==> config.mk <==
export PLATFORM = sky130hd
export DESIGN_NAME = alu_instr_sequencer
export DESIGN_NICKNAME = d
export VERILOG_FILES = /design/src/rtl/alu_instr_sequencer.sv
export SDC_FILE = /design/constraint.sdc
export NUM_CORES = 1
export LEC_CHECK = 0
export ABC_AREA = 0
export CAP_MARGIN = 30
export CELL_PAD_IN_SITES_DETAIL_PLACEMENT = 0
export CELL_PAD_IN_SITES_GLOBAL_PLACEMENT = 1
export CORE_ASPECT_RATIO = 1.5
export CORE_UTILIZATION = 39
export CTS_BUF_LIST = sky130_fd_sc_hd__clkbuf_8
export CTS_CLUSTER_DIAMETER = 60
export DETAILED_ROUTE_END_ITERATION = 10
export PLACE_DENSITY_LB_ADDON = 0.08
export SLEW_MARGIN = 15
export SYNTH_ARGS = -nofsm -noshare
export SYNTH_HDL_FRONTEND = slang
export SYNTH_SLANG_ARGS = --single-unit
==> constraint.sdc <==
create_clock -name clk -period 2.66 [get_ports clk]
set_input_delay 0.399 -clock clk [delete_from_list [all_inputs] [get_ports clk]]
set_output_delay 0.399 -clock clk [all_outputs]
set_load 0.02 [all_outputs]
==> src/rtl/alu_instr_sequencer.sv <==
// Instruction sequencer for an external 16-bit ALU: owns an 8x16
// register file, issues one instruction at a time, returns results.
//
// Ports:
//   clk, rst_n                  clock, async active-low reset
//   instr_valid/ready, instr    instruction handshake and word
//   alu_a, alu_b, alu_sel       registered ALU operands/opcode
//   alu_result                  ALU combinational result
//   res_valid/ready, res_data   result handshake and value
//   res_err                     00 ok, 01 illegal op, 10 div by zero
//   dbg_addr, dbg_data          combinational register-file read
module alu_instr_sequencer #(
  parameter int unsigned EXEC_CYCLES = 1,
  parameter logic [15:0] RESET_VAL   = 16'h0000
) (
  input  logic        clk,
  input  logic        rst_n,
  input  logic        instr_valid,
  output logic        instr_ready,
  input  logic [15:0] instr,
  output logic [15:0] alu_a,
  output logic [15:0] alu_b,
  output logic [3:0]  alu_sel,
  input  logic [15:0] alu_result,
  output logic        res_valid,
  input  logic        res_ready,
  output logic [15:0] res_data,
  output logic [1:0]  res_err,
  input  logic [2:0]  dbg_addr,
  output logic [15:0] dbg_data
);

  localparam logic [3:0] OP_LI  = 4'b0000;
  localparam logic [3:0] OP_DIV = 4'b0111;

  localparam logic [3:0] CNT_INIT =
    4'(EXEC_CYCLES - 1);

  localparam logic [1:0] ERR_OK   = 2'b00;
  localparam logic [1:0] ERR_ILL  = 2'b01;
  localparam logic [1:0] ERR_DIV0 = 2'b10;

  typedef enum logic [1:0] {
    IDLE,
    DECODE,
    EXEC,
    WB
  } state_t;

  state_t      state;
  logic [15:0] rf [8];
  logic [15:0] iw;
  logic [3:0]  cnt;
  logic [15:0] val;
  logic [1:0]  err;

  logic [3:0]  op;
  logic [2:0]  rd;
  logic [2:0]  rs;
  logic [2:0]  rt;
  logic        is_li;
  logic        is_alu;

  assign op = iw[15:12];
  assign rd = iw[11:9];
  assign rs = iw[8:6];
  assign rt = iw[5:3];

  assign is_li = (op == OP_LI);

  always_comb begin
    is_alu = 1'b0;
    case (op)
      4'b0001, 4'b0011, 4'b0101,
      4'b0111, 4'b1101, 4'b1111,
      4'b1001, 4'b1011, 4'b1010:
        is_alu = 1'b1;
      default:
        is_alu = 1'b0;
    endcase
  end

  assign dbg_data = rf[dbg_addr];

  always_ff @(posedge clk or negedge rst_n) begin
    if (!rst_n) begin
      state       <= IDLE;
      instr_ready <= 1'b1;
      res_valid   <= 1'b0;
      res_data    <= 16'h0000;
      res_err     <= ERR_OK;
      alu_a       <= 16'h0000;
      alu_b       <= 16'h0000;
      alu_sel     <= 4'b0000;
      iw          <= 16'h0000;
      cnt         <= 4'd0;
      val         <= 16'h0000;
      err         <= ERR_OK;
      for (int i = 0; i < 8; i++) begin
        rf[i] <= RESET_VAL;
      end
    end else begin
      unique case (state)
        IDLE: begin
          if (instr_valid && instr_ready) begin
            iw          <= instr;
            instr_ready <= 1'b0;
            state       <= DECODE;
          end
        end

        DECODE: begin
          alu_a <= rf[rs];
          alu_b <= rf[rt];
          unique case (1'b1)
            is_li: begin
              alu_sel <= 4'b0000;
              val     <= {7'b0, iw[8:0]};
              err     <= ERR_OK;
              state   <= WB;
            end
            is_alu: begin
              alu_sel <= op;
              cnt     <= CNT_INIT;
              state   <= EXEC;
            end
            default: begin
              alu_sel <= 4'b0000;
              val     <= 16'h0000;
              err     <= ERR_ILL;
              state   <= WB;
            end
          endcase
        end

        EXEC: begin
          if (cnt == 4'd0) begin
            // divide by zero overrides whatever the ALU returns
            if (op == OP_DIV && alu_b == 16'h0000) begin
              val <= 16'hFFFF;
              err <= ERR_DIV0;
            end else begin
              val <= alu_result;
              err <= ERR_OK;
            end
            state <= WB;
          end else begin
            cnt <= cnt - 4'd1;
          end
        end

        WB: begin
          // first WB cycle commits; later cycles wait for the consumer
          if (!res_valid) begin
            if (err != ERR_ILL) begin
              rf[rd] <= val;
            end
            res_data  <= val;
            res_err   <= err;
            res_valid <= 1'b1;
          end else if (res_ready) begin
            res_valid   <= 1'b0;
            instr_ready <= 1'b1;
            state       <= IDLE;
          end
        end

        default: begin
          state <= IDLE;
        end
      endcase
    end
  end

endmodule
After elaboration in Yosys (flattened, before gate mapping) --
Memory sizes are Yosys's and may differ from the RTL's. Index checks and enable logic that the tools add are counted.
Cells by class: add/subtract/negate cells 1, $lt $le $gt $ge 5, equality and inequality tests 12, mux-type cells 36, bitwise gates (word level) 5, reductions and logical operators 16
Operators with widths (count):
- $bmux 16 s3 | 3
- $mux 16 | 9
- $bwmux 128 | 1
- $pmux 16 s2 | 2
- $demux 16 s3 | 1
- $ge 4x4->1 const B | 4
- $logic_not 16->1 | 1
- $not 3->4 | 4
- $ne 2x2->1 const B | 7
- $mux 2 | 6
- $mux 4 | 3
- $reduce_and 3->1 | 3
- $logic_not 4->1 | 2
- $pmux 2 s2 | 2
- $pmux 2 s4 | 1
- $pmux 4 s2 | 1
- $reduce_and 4->1 | 2
- $mux 1 | 6
- $eq 2x2->1 const B | 2
- $eq 4x3->1 const B | 1
- $lt 4x1->1 const B | 1
- $reduce_and 2->1 | 2
- $reduce_bool 2->1 | 2
- $sub 4x1->4 const B | 1
- other kinds (6) | 8
Word-level totals: bits in registers 224, ROM bits 16, input bits 39, output and inout bits 72, memories 1
Memory list:
- (no name shown) | words 16, bits a word 1, rd ports 1, clocked after Yosys merged registers in 0, write ports 0, line 73 | case (op)

Logic depth before layout (Yosys ltp) --
Gate-level depths: netlist (run 1).
depth after elaboration 6, mapped depth 8, depth with buffers taken out 6

Worst setup path before layout (run 1) --
Ideal clock, no wire load.
path type input to output, start point in dbg_addr[0], end point out dbg_data[0], data arrival time 1760 ps, data required time 2261 ps, slack 501 ps, stages on the path 4, path through clkbuf_1 buf_2 mux4_2 mux2_2
On the way: word-level cells in the longest chain between the ends 4
RTL lines:
- from (decl) | line 29 | input logic [2:0] dbg_addr,
- $not 3->4 (not written as such) | line 83 | assign dbg_data = rf[dbg_addr];
- $bmux 16 s3 | line 83
- $mux 16 (not written as such) (2 in a row) | line 83
- to (decl) | line 30 | output logic [15:0] dbg_data
No other way between the ends. The select of a mux whose other input is x is not followed.

Worst setup path after layout (run 1) --
start point in dbg_addr[1], end point out dbg_data[4]
The elaborated chain is that of the path after synthesis.

==> results of run 1 <==
## registers in the layout, summed over array words and instances (netlist names)
name         flops
alu_sel          4
res_valid        1
cnt              4
iw              16
alu_b           16
instr_ready      1
val             16
alu_a           16
rf             128
res_data        16
res_err          2
state            2
err              2
## routing by layer
| metal | share of wire | up-vias | global-route usage | wire [um] |
|---|---|---|---|---|
| met4 | 0.027 | 0 | 0.07997 | 879 |
| met2 | 0.53 | 182 | 0.4089 | 17370 |
| met1 | 0.41 | 3945 | 0.2746 | 13400 |
| met5 | 0 | - | 0 | 0 |
| li1 | - | 3323 | - | - |
| met3 | 0.038 | 50 | 0.03997 | 1254 |
## worst max-delay path: stages
cell	delay (ns)
clkdlybuf4s50_1	0.55
buf_6	0.22
mux4_2	0.32
mux2_2	0.30
dlygate4sd2_1	0.33
## cells in the mapped netlist, types with 9 or more instances
| cell type | count | area share |
|---|---|---|
| mux2_2 | 179 | 0.17 |
| dfrtp_1 | 223 | 0.48 |
| mux4_2 | 96 | 0.19 |
| mux2i_1 | 33 | 0.028 |
| o21ai_0 | 17 | 0.0073 |
| nand2_1 | 13 | 0.0042 |
| a211oi_1 | 18 | 0.012 |
| clkbuf_1 | 26 | 0.0084 |
| nor2_1 | 47 | 0.015 |
| a21oi_1 | 33 | 0.014 |
| buf_2 | 17 | 0.0073 |
| nor3_1 | 9 | 0.0039 |
| buf_1 | 23 | 0.0074 |
## final timing paths
kind,start,endpoint,depth (start not counted)
max in group asynchronous,rst_n,rf[38],3
min,instr[13],iw[13],2
max reg2reg,state[1],rf[90],6
min in group asynchronous,rst_n,rf[53],2
min reg2reg,instr_ready,instr_ready,2
max,dbg_addr[1],dbg_data[4],5
## cells by family (layout without fill, tap and decap cells)
group | Yosys count | count (layout) | share of synthesized area
AO/OA/AOI/OAI | 88 | 88 | 0.04684
multiplexers | 308 | 308 | 0.3862
flip-flops | 224 | 224 | 0.4803
buffers and inverters | 82 | 224 | 0.03269
AND/OR/NAND/NOR | 101 | 101 | 0.04759
adder cells (fa/ha/maj) | 6 | 6 | 0.006431
## final cells by class
type                    count  area, um2  share of cell area
well taps                 395      494.2             0.03483
clock buffers              52      715.7             0.05044
inverters                   7      26.28            0.001852
flip-flops and latches    224       5609              0.3953
repair buffers            155       1613              0.1137
multi-input cells         503       5694              0.4013
clock inverters            10      37.54            0.002645
## cells in the final DEF, fill, tap and decap left out, types with 9 or more instances in the layout
cell type,count
dfrtp_1,221
mux2_2,179
mux4_2,96
clkdlybuf4s50_1,92
clkbuf_8,52
nor2_1,47
mux2i_1,33
a21oi_1,33
buf_4,28
a211oi_1,18
inv_1,17
o21ai_0,17
dlygate4sd2_1,16
buf_12,15
nand2_1,13
nor3_1,9
## power by group through the flow
stage	clock (uW)	combinational [uW]	sequential, uW
after floorplan	0	45.9	3470
after global placement	0	208	3470
after detailed placement	0	214	3470
after CTS	3230	216	3410
after global routing	3360	229	3410
final	3110	208	3410
## per-stage QoR
step	worst slack (ns)	TNS, ns
after floorplan	0.5013	0
after global placement	-0.1099	-0.6852
after detailed placement	-0.1360	-1.094
after CTS	0.1269	0
after global routing	0.08295	0
final	0.1265	0
## what timing repair did
item                       in CTS  in global routing
setup endpoints to repair      16                  0
hold buffers                    1                  0
hold endpoints to repair       81                  0
resized for setup              17                  0
==> impl_metrics.csv, run 1 <==
group,metric,value,unit
outcome,status,"finished, final reports clean",
power_and_ir_drop,swShare,0.2248,
clocking,cts_tree,"done",
synthesis,synth_flop_cell,"dfrtp_1",
drt,wl,32900,um
global_routing,gr-total-overflow,0,
drt,ant_nets,0,
clocking,cts-htree-levels,2,
floorplanning,coreArea,29480,um2
sta,post-route-min-period,2.533,ns
sta,hold_viol_final,0,
clocking,cts_buffer_depth,3,
placed_design,dpl.cell_count,1283,
placed_design,postPlaceCellArea,13440,um2
placed_design,hpwl,21690,um
sta,fmax,394.7,MHz
layout,final_util,0.4813,
layout,drive_above_1_share,0.4111,
drt,via_per_inst,5.572,
drt,num_vias,7500,
synthesis,syn-num-nets,854,
power_and_ir_drop,power_frac_seq,0.507,
worst_setup_path,arrival,2.13,ns
drt,dr.first_iter.drc_count,318,
drt,drcViolationCount,0,
layout,nFillCells,2661,
layout,finalNetCount,975,
power_and_ir_drop,p_int,5215,uW
global_routing,grt_usage,0.2283,
placed_design,port_buffers,110,
worst_hold_path,min_path_type,"in2reg",
placed_design,gp_congestion,0.8240,
sta,slew_viol_final,0,
clocking,cts_root_buffer,"clkbuf_8",
layout,fin_cells,1346,
worst_setup_path,criticalPathCategory,"in2out",
sta,worst_slew_pin_slew,0.7203,ns
floorplanning,die_x,143.3,um
clocking,cts.sinks,224,
global_routing,antenna_found_initial,0,
sta,setup_viol_count_final,0,
clocking,cts_setup_buffers,0,
sta,fin_hold_ws,0.4633,ns
floorplanning,dieArea,30640,um2
synthesis,ys_ff_latch,224,
global_routing,grt_max_degree,88,
synthesis,ys_seq_area_frac,0.4803,
worst_setup_path,worstPathMaxFanout,12,
synthesis,synthCells,809,
clocking,clock_latency,0.56,ns
floorplanning,ios,111,
global_routing,grt_pass1_wl,51040,um
global_routing,grt_pass1_vias,8399,
power_and_ir_drop,combPwrFrac,0.031,
floorplanning,start_util,0.3960,
floorplanning,die_h,213.9,um
clocking,clk_pin_slew,0.06,ns
synthesis,synth_edf_count,0,
worst_setup_path,cp-end-kind,"output port",
power_and_ir_drop,power,6727,uW
synthesis,yosys_warnings,0,
sta,rsz0062_at_grt,"no",
synthesis,syn_area,11670,um2
power_and_ir_drop,clock_power_share,0.462,
sta,finalClockSkew,0.01895,ns
power_and_ir_drop,vdd.ir_drop.worst,0.3234,mV
synthesis,ys_types,51,
power_and_ir_drop,switching_power,1513,uW
power_and_ir_drop,p_per_area,474.1,nW/um2
floorplanning,rows,77,
layout,area_growth,21.55,%
drt,wl_per_cell,24.45,um
layout,n_antenna_cell,0,
worst_setup_path,cp.required,2.26,ns
synthesis,async_reset_ff_frac,1.000,
power_and_ir_drop,p_leak,0.006254,uW
job,drv_cap,0,
worst_setup_path,start_kind,"input port",
sta,finalCritPeriodShare,0.9524,
synthesis,avgSynthCellArea,14.43,um2
clocking,cts_made_buffers,39,
worst_setup_path,r2r_setup_slack,0.29,ns
layout,final_area,14190,um2
sta,maxSlewHeadroom,0.5198,
drt,dr.pass1.iters,4,
(Power assumes the default switching activity.)
==> run 2: changes to the inputs <==
--- a/config.mk
+++ b/config.mk
@@ -16,3 +16,4 @@
 export DETAILED_ROUTE_END_ITERATION = 10
-export PLACE_DENSITY_LB_ADDON = 0.08
+export PLACE_DENSITY = 0.68
+export SETUP_SLACK_MARGIN = 0.05
 export SLEW_MARGIN = 15
==> constraint.sdc (replaced) <==
create_clock -name clk -period 2.66 [get_ports clk]
set_input_delay 0.532 -clock clk [delete_from_list [all_inputs] [get_ports clk]]
set_output_delay 0.532 -clock clk [all_outputs]
set_load 0.02 [all_outputs]
==> run 2 against run 1 <==
Effect of this change: sequential power hardly changed; power is 0.69% higher; clock power is 1% higher; highest routed layer unchanged.
==> impl_metrics.csv, run 2 (same netlist as run 1, synthesis figures left out) <==
group,metric,value,unit
outcome,status,"finished, final reports clean",
floorplanning,rows,77,
layout,n_antenna_cell,0,
layout,nFillCells,2690,
power_and_ir_drop,p_int,5223,uW
global_routing,grt_pass1_wl,47730,um
sta,fin_hold_ws,0.4843,ns
worst_setup_path,cp-end-kind,"output port",
floorplanning,dieArea,30640,um2
worst_setup_path,timing.rr.end,"rf[7]",
worst_hold_path,worstHoldStart,"alu_sel[0]",
drt,wl,31030,um
drt,dr.pass1.iters,5,
layout,fin_cells,1348,
floorplanning,ios,111,
sta,worst_slew_pin_slew,0.7560,ns
job,drv_cap,0,
worst_setup_path,max_stage_delay,0.46,ns
layout,final_area,14220,um2
power_and_ir_drop,power,6773,uW
floorplanning,die_x,143.3,um
floorplanning,start_util,0.3960,
power_and_ir_drop,switching_power,1550,uW
drt,dr.first_iter.drc_count,359,
sta,rsz0062_at_grt,"no",
sta,finalClockSkew,0.02646,ns
clocking,cts_tree,"done",
layout,finalNetCount,970,
worst_setup_path,path_cells,"mux4_2, mux2_2, dlygate4sd2_1",
power_and_ir_drop,swShare,0.2289,
sta,hold_viol_final,0,
placed_design,postPlaceCellArea,13420,um2
layout,regArea,5609,um2
clocking,cts_buffer_depth,3,
layout,area_growth,21.85,%
drt,num_vias,7550,
clocking,cts.sinks,224,
worst_setup_path,arrival,2.03,ns
worst_setup_path,reg2regPathDepth,7,
placed_design,hpwl,20300,um
power_and_ir_drop,power_frac_seq,0.503,
sta,slew_viol_final,0,
worst_setup_path,r2r_start,"state[1]",
clocking,clk_pin_slew,0.06,ns
global_routing,gr-total-overflow,0,
sta,post-route-min-period,2.559,ns
worst_setup_path,worstPathMaxFanout,4,
worst_setup_path,criticalPathCategory,"reg2out",
floorplanning,die_h,213.9,um
worst_hold_path,min_to,"alu_sel[0]",
clocking,cts_made_buffers,37,
drt,wl_per_cell,23.02,um
worst_setup_path,slowest_stage,"mux4_2",
layout,multi_input_area,5694,um2
layout,final_common_cell,"dfrtp_1",
placed_design,port_buffers,110,
global_routing,grt_usage,0.2143,
drt,via_per_inst,5.601,
worst_setup_path,start_kind,"flip-flop",
global_routing,antenna_found_initial,0,
worst_setup_path,cpLargestDelayFamily,"multiplexers",
clocking,cts-htree-levels,2,
worst_hold_path,min_path_type,"reg2reg",
drt,ant_nets,0,
worst_setup_path,cp_num_buf_inv,1,
sta,setup_viol_count_final,0,
sta,fmax,390.7,MHz
power_and_ir_drop,p_per_area,476.2,nW/um2
global_routing,grt_pass1_vias,8018,
global_routing,grt_max_degree,71,
worst_setup_path,r2r_setup_slack,0.38,ns
clocking,clock_latency,0.55,ns
placed_design,dpl.cell_count,1277,
layout,drive_above_1_share,0.4155,
power_and_ir_drop,vdd.ir_drop.worst,0.3910,mV
sta,maxSlewHeadroom,0.4960,
sta,finalCritPeriodShare,0.9621,
power_and_ir_drop,combPwrFrac,0.032,
floorplanning,coreArea,29480,um2
layout,top_register,"rf",
worst_setup_path,startpoint,"rf[26]",
power_and_ir_drop,p_leak,0.006232,uW
layout,largest_reg_flops,128,
clocking,cts_root_buffer,"clkbuf_8",
placed_design,gp_congestion,0.7761,
worst_setup_path,cp.required,2.13,ns
worst_hold_path,whs_path_depth,1,
drt,drcViolationCount,0,
layout,layout_common_cells,"dfrtp_1 (221), mux2_2 (179), mux4_2 (96)",
power_and_ir_drop,clock_power_share,0.465,
## run 2: changes by cell type in the layout (fill, tap and decap cells not counted), sizes merged, moves of 3 or more
cell           previous run  this run
clkdlybuf4s15             0         9
dlygate4sd2              16         5
clkinv                    0         6
buf                      46        43
## run 2: metal layers
| layer | vias up | wire length, um | track usage | share of wire |
|---|---|---|---|---|
| met3 | 68 | 1388 | 0.03930 | 0.045 |
| met2 | 187 | 16070 | 0.3754 | 0.52 |
| li1 | 3337 | - | - | - |
| met5 | - | 0 | 0 | 0 |
| met4 | 0 | 1026 | 0.09098 | 0.033 |
| met1 | 3958 | 12540 | 0.2576 | 0.40 |
## run 2: what timing repair did
action	CTS	global route
setup buffers	0	2
hold buffers	1	0
endpoints found under the hold margin	65	0
gates resized for setup	22	12
endpoints found under the setup margin	16	12
cloned	1	0
## run 2: power groups by stage
stage                     sequential (uW)  clock, uW  combinational [uW]
after CTS                            3410       3240                 228
after global routing                 3400       3380                 241
final                                3410       3150                 219
after global placement               3470          0                 217
after floorplan                      3470          0                45.9
after detailed placement             3470          0                 219
## run 2: final cells by class
type                            instances  area share
Clock buffer                           48     0.04644
Tap cell                              395     0.03474
Sequential cell                       224      0.3943
Inverter                                7    0.001847
Multi-Input combinational cell        503      0.4003
Timing Repair Buffer                  152      0.1147
Clock inverter                         19    0.007652
## run 2: metrics by stage
stage | setup WS, ns | TNS, ns | utilization
after floorplan | 0.2353 | 0 | -
after global placement | -0.3561 | -5.194 | 0.4553
after detailed placement | -0.3819 | -5.461 | 0.4553
after CTS | 0.005832 | 0 | 0.4823
after global routing | 0.05155 | 0 | 0.4825
final | 0.1007 | 0 | 0.4825
## run 2: worst max-delay path by stage
stage / to / slack (ns) / depth (start not counted)
4_1_cts: dbg_data[0] / 0.006 / 3
5_1_grt: dbg_data[3] / 0.05 / 3
6_report: dbg_data[10] / 0.10 / 3
3_3_place_gp: dbg_data[13] / -0.36 / 5
2_1_floorplan: dbg_data[0] / 0.24 / 4
3_5_place_dp: dbg_data[0] / -0.38 / 5
==> run 3: changes to the inputs <==
- ABC_AREA: 0 -> 1
- PLACE_DENSITY: 0.68 -> 0.79
- clock period: 2.66 -> 2.3 ns (I/O delays scaled with it)
==> run 3 against run 2 <==
Effect of this change: die area is 3.5% higher; critical path type unchanged; clock-buffer cell count rose by 3; setup slack got worse by 0.015 ns; clock power grew 22%; clock skew fell by 0.0066 ns; global-route usage grew 6.2 points; sequential share of layout area fell by 1.6 points; hold slack got worse by 0.063 ns; synthesized area increased by 3.6%; non-clock buffer count up 29; cell area rose by 4.4%; routed wire length up 39%.
==> impl_metrics.csv, run 3 <==
group,metric,value,unit
worst_setup_path,worstPathMaxFanout,3,
layout,finalNetCount,1813,
sta,fin_setup_tns,0,ns
synthesis,async_reset_ff_frac,1.000,
synthesis,syn-num-nets,1705,
sta,hold_viol_final,0,
clocking,cts_buffer_depth,3,
floorplanning,die_h,217.7,um
worst_setup_path,criticalPathCategory,"reg2out",
sta,fmax,451.7,MHz
power_and_ir_drop,vdd.ir_drop.worst,0.4179,mV
synthesis,yosys.area.top_type,"dfrtp_1",
clocking,cts-htree-levels,2,
synthesis,yosys_warnings,0,
clocking,cts_tree,"done",
layout,largest_reg_flops,128,
layout,drive_above_1_share,0.1107,
synthesis,synth_top_area_share,0.4615,
floorplanning,ios,111,
floorplanning,coreArea,30350,um2
synthesis,avgSynthCellArea,7.285,um2
synthesis,ys_ff_latch,224,
floorplanning,start_util,0.3984,
placed_design,port_buffers,110,
outcome,status,"finished, final reports clean",
worst_setup_path,reg2regPathDepth,6,
sta,finalCritPeriodShare,0.9625,
synthesis,synth.area.top_cells,"dfrtp_1 (46%), nand2_1 (16%), o21ai_0 (11%)",
drt,dr.first_iter.drc_count,937,
worst_hold_path,min_path_type,"in2async",
power_and_ir_drop,p_per_area,554.3,nW/um2
synthesis,syn_area,12090,um2
sta,post-route-min-period,2.214,ns
synthesis,synth_flop_cell,"dfrtp_1",
clocking,cts_made_buffers,37,
worst_setup_path,path_cells,"inv_1, a21oi_1, o21ai_0, o21ai_0, nand2_1, nand2_1, buf_2",
global_routing,antenna_found_initial,2,
drt,via_per_inst,5.377,
power_and_ir_drop,switching_power,2003,uW
synthesis,synthCells,1660,
power_and_ir_drop,power,8230,uW
clocking,clock_latency,0.57,ns
synthesis,yosys-top-cells-count,"nand2_1 (519), o21ai_0 (254), dfrtp_1 (223), nand3_1 (147), inv_1 (131)",
layout,top_register,"rf",
synthesis,synth_edf_count,0,
global_routing,grt_pass1_vias,11348,
clocking,cts.sinks,224,
drt,num_vias,11813,
clocking,clk_pin_slew,0.06,ns
power_and_ir_drop,clock_power_share,0.466,
floorplanning,die_x,145.8,um
drt,dr.pass1.iters,6,
synthesis,ys_seq_area_frac,0.4636,
worst_setup_path,start_kind,"flip-flop",
global_routing,gr-total-overflow,0,
job,drv_cap,0,
placed_design,gp_congestion,0.8681,
sta,slew_viol_final,0,
power_and_ir_drop,combPwrFrac,0.056,
sta,finalClockSkew,0.01990,ns
global_routing,grt_usage,0.2763,
power_and_ir_drop,swShare,0.2433,
floorplanning,dieArea,31730,um2
drt,wl_per_cell,19.66,um
worst_setup_path,max_stage_delay,0.38,ns
sta,maxSlewHeadroom,0.4457,
drt,drcViolationCount,0,
power_and_ir_drop,p_int,6228,uW
layout,n_antenna_cell,0,
global_routing,grt_pass1_wl,66110,um
worst_setup_path,cp.required,1.84,ns
placed_design,hpwl,28780,um
worst_setup_path,slowest_stage,"dfrtp_1",
drt,ant_nets,0,
power_and_ir_drop,p_leak,0.007497,uW
layout,area_growth,22.78,%
worst_setup_path,arrival,1.75,ns
worst_setup_path,cp-end-kind,"output port",
sta,setup_viol_count_final,0,
placed_design,pre_cts_slack,-0.2455,ns
sta,finalWorstSetupSlack,0.08614,ns
sta,rsz0062_at_grt,"yes",
floorplanning,rows,78,
drt,wl,43190,um
synthesis,yosysMostFrequentCell,"nand2_1",
power_and_ir_drop,power_frac_seq,0.479,
layout,final_common_cell,"nand2_1",
clocking,cts_root_buffer,"clkbuf_8",
synthesis,ys_types,25,
global_routing,grt_max_degree,55,
sta,worst_slew_pin_slew,0.8263,ns
layout,layout_common_cells,"nand2_1 (514), o21ai_0 (238), dfrtp_1 (221)",
[run 3: path summary, 6_finish.rpt]
path                       slack, ns      start           to
max in group asynchronous       1.21      rst_n       rf[30]
setup reg to reg                0.37      iw[6]    alu_a[11]
hold / removal                  0.42      rst_n     alu_b[4]
min in group clk                0.47  instr[12]       iw[12]
setup / recovery                0.09     rf[35]  dbg_data[3]
hold reg to reg                 0.48     val[9]       val[9]
[run 3: critical path: cells and delay by family (launching register included)]
kind | cells | cell delay, ns
AOI/OAI and AO/OA | 3 | 0.35
buffers and inverters | 2 | 0.35
DFF | 1 | 0.38
and+or+nand+nor | 2 | 0.12
[run 3: cells by family (layout without fill, tap and decap cells)]
family          count (synthesis)  after routing  synth area share
buf+inv                       247            384           0.08019
xor+xnor                        2              2          0.001449
flops                         224            224            0.4636
fa+ha+maj                       6              6          0.006208
simple gates                  773            773            0.2588
mux                             4              4          0.003725
compound gates                404            404            0.1860
[run 3: through the flow]
stage | instance area, um2 | utilization | hold slack [ns] | cells
detailed placement | 14010 | 0.4617 | 0.4405 | 2122
finish | 14850 | 0.4892 | 0.4214 | 2197
global placement | 14010 | 0.4617 | 0.4417 | 2122
CTS | 14790 | 0.4874 | 0.4388 | 2191
floorplan | 12090 | - | 0.1644 | 1660
global route | 14850 | 0.4892 | 0.4633 | 2197
[run 3: power by group through the flow]
stage          combinational, uW  clock, uW  sequential, uW
6_report                     457       3830            3940
5_1_grt                      505       4060            3940
4_1_cts                      452       3900            3940
3_5_place_dp                 466          0            4010
3_3_place_gp                 461          0            4010
2_1_floorplan                151          0            4010
[run 3: routing by layer]
metal  GRT usage  up-vias  part of all wire
li1            -     5670                 -
met1      0.3164     5585              0.38
met2      0.4681      429              0.48
met3     0.03619      129             0.054
met4      0.2144        0             0.078
met5           0        -                 0
[run 3: area by class of cell]
| class | count | area [um2] |
|---|---|---|
| multi-input cells | 1189 | 5537 |
| clock inverters | 17 | 108.9 |
| clock buffers | 51 | 701.9 |
| flip-flops and latches | 224 | 5614 |
| fillers | 3084 | 15500 |
| repair buffers | 181 | 1879 |
| inverters | 135 | 506.7 |
| well taps | 400 | 500.5 |
[run 3: repair_timing]
item / CTS / global route
gates cloned: 0 / 0
resized for setup: 63 / 49
setup buffers: 0 / 6
hold endpoints to repair: 48 / 0
setup endpoints to repair: 16 / 16
hold buffers: 1 / 0
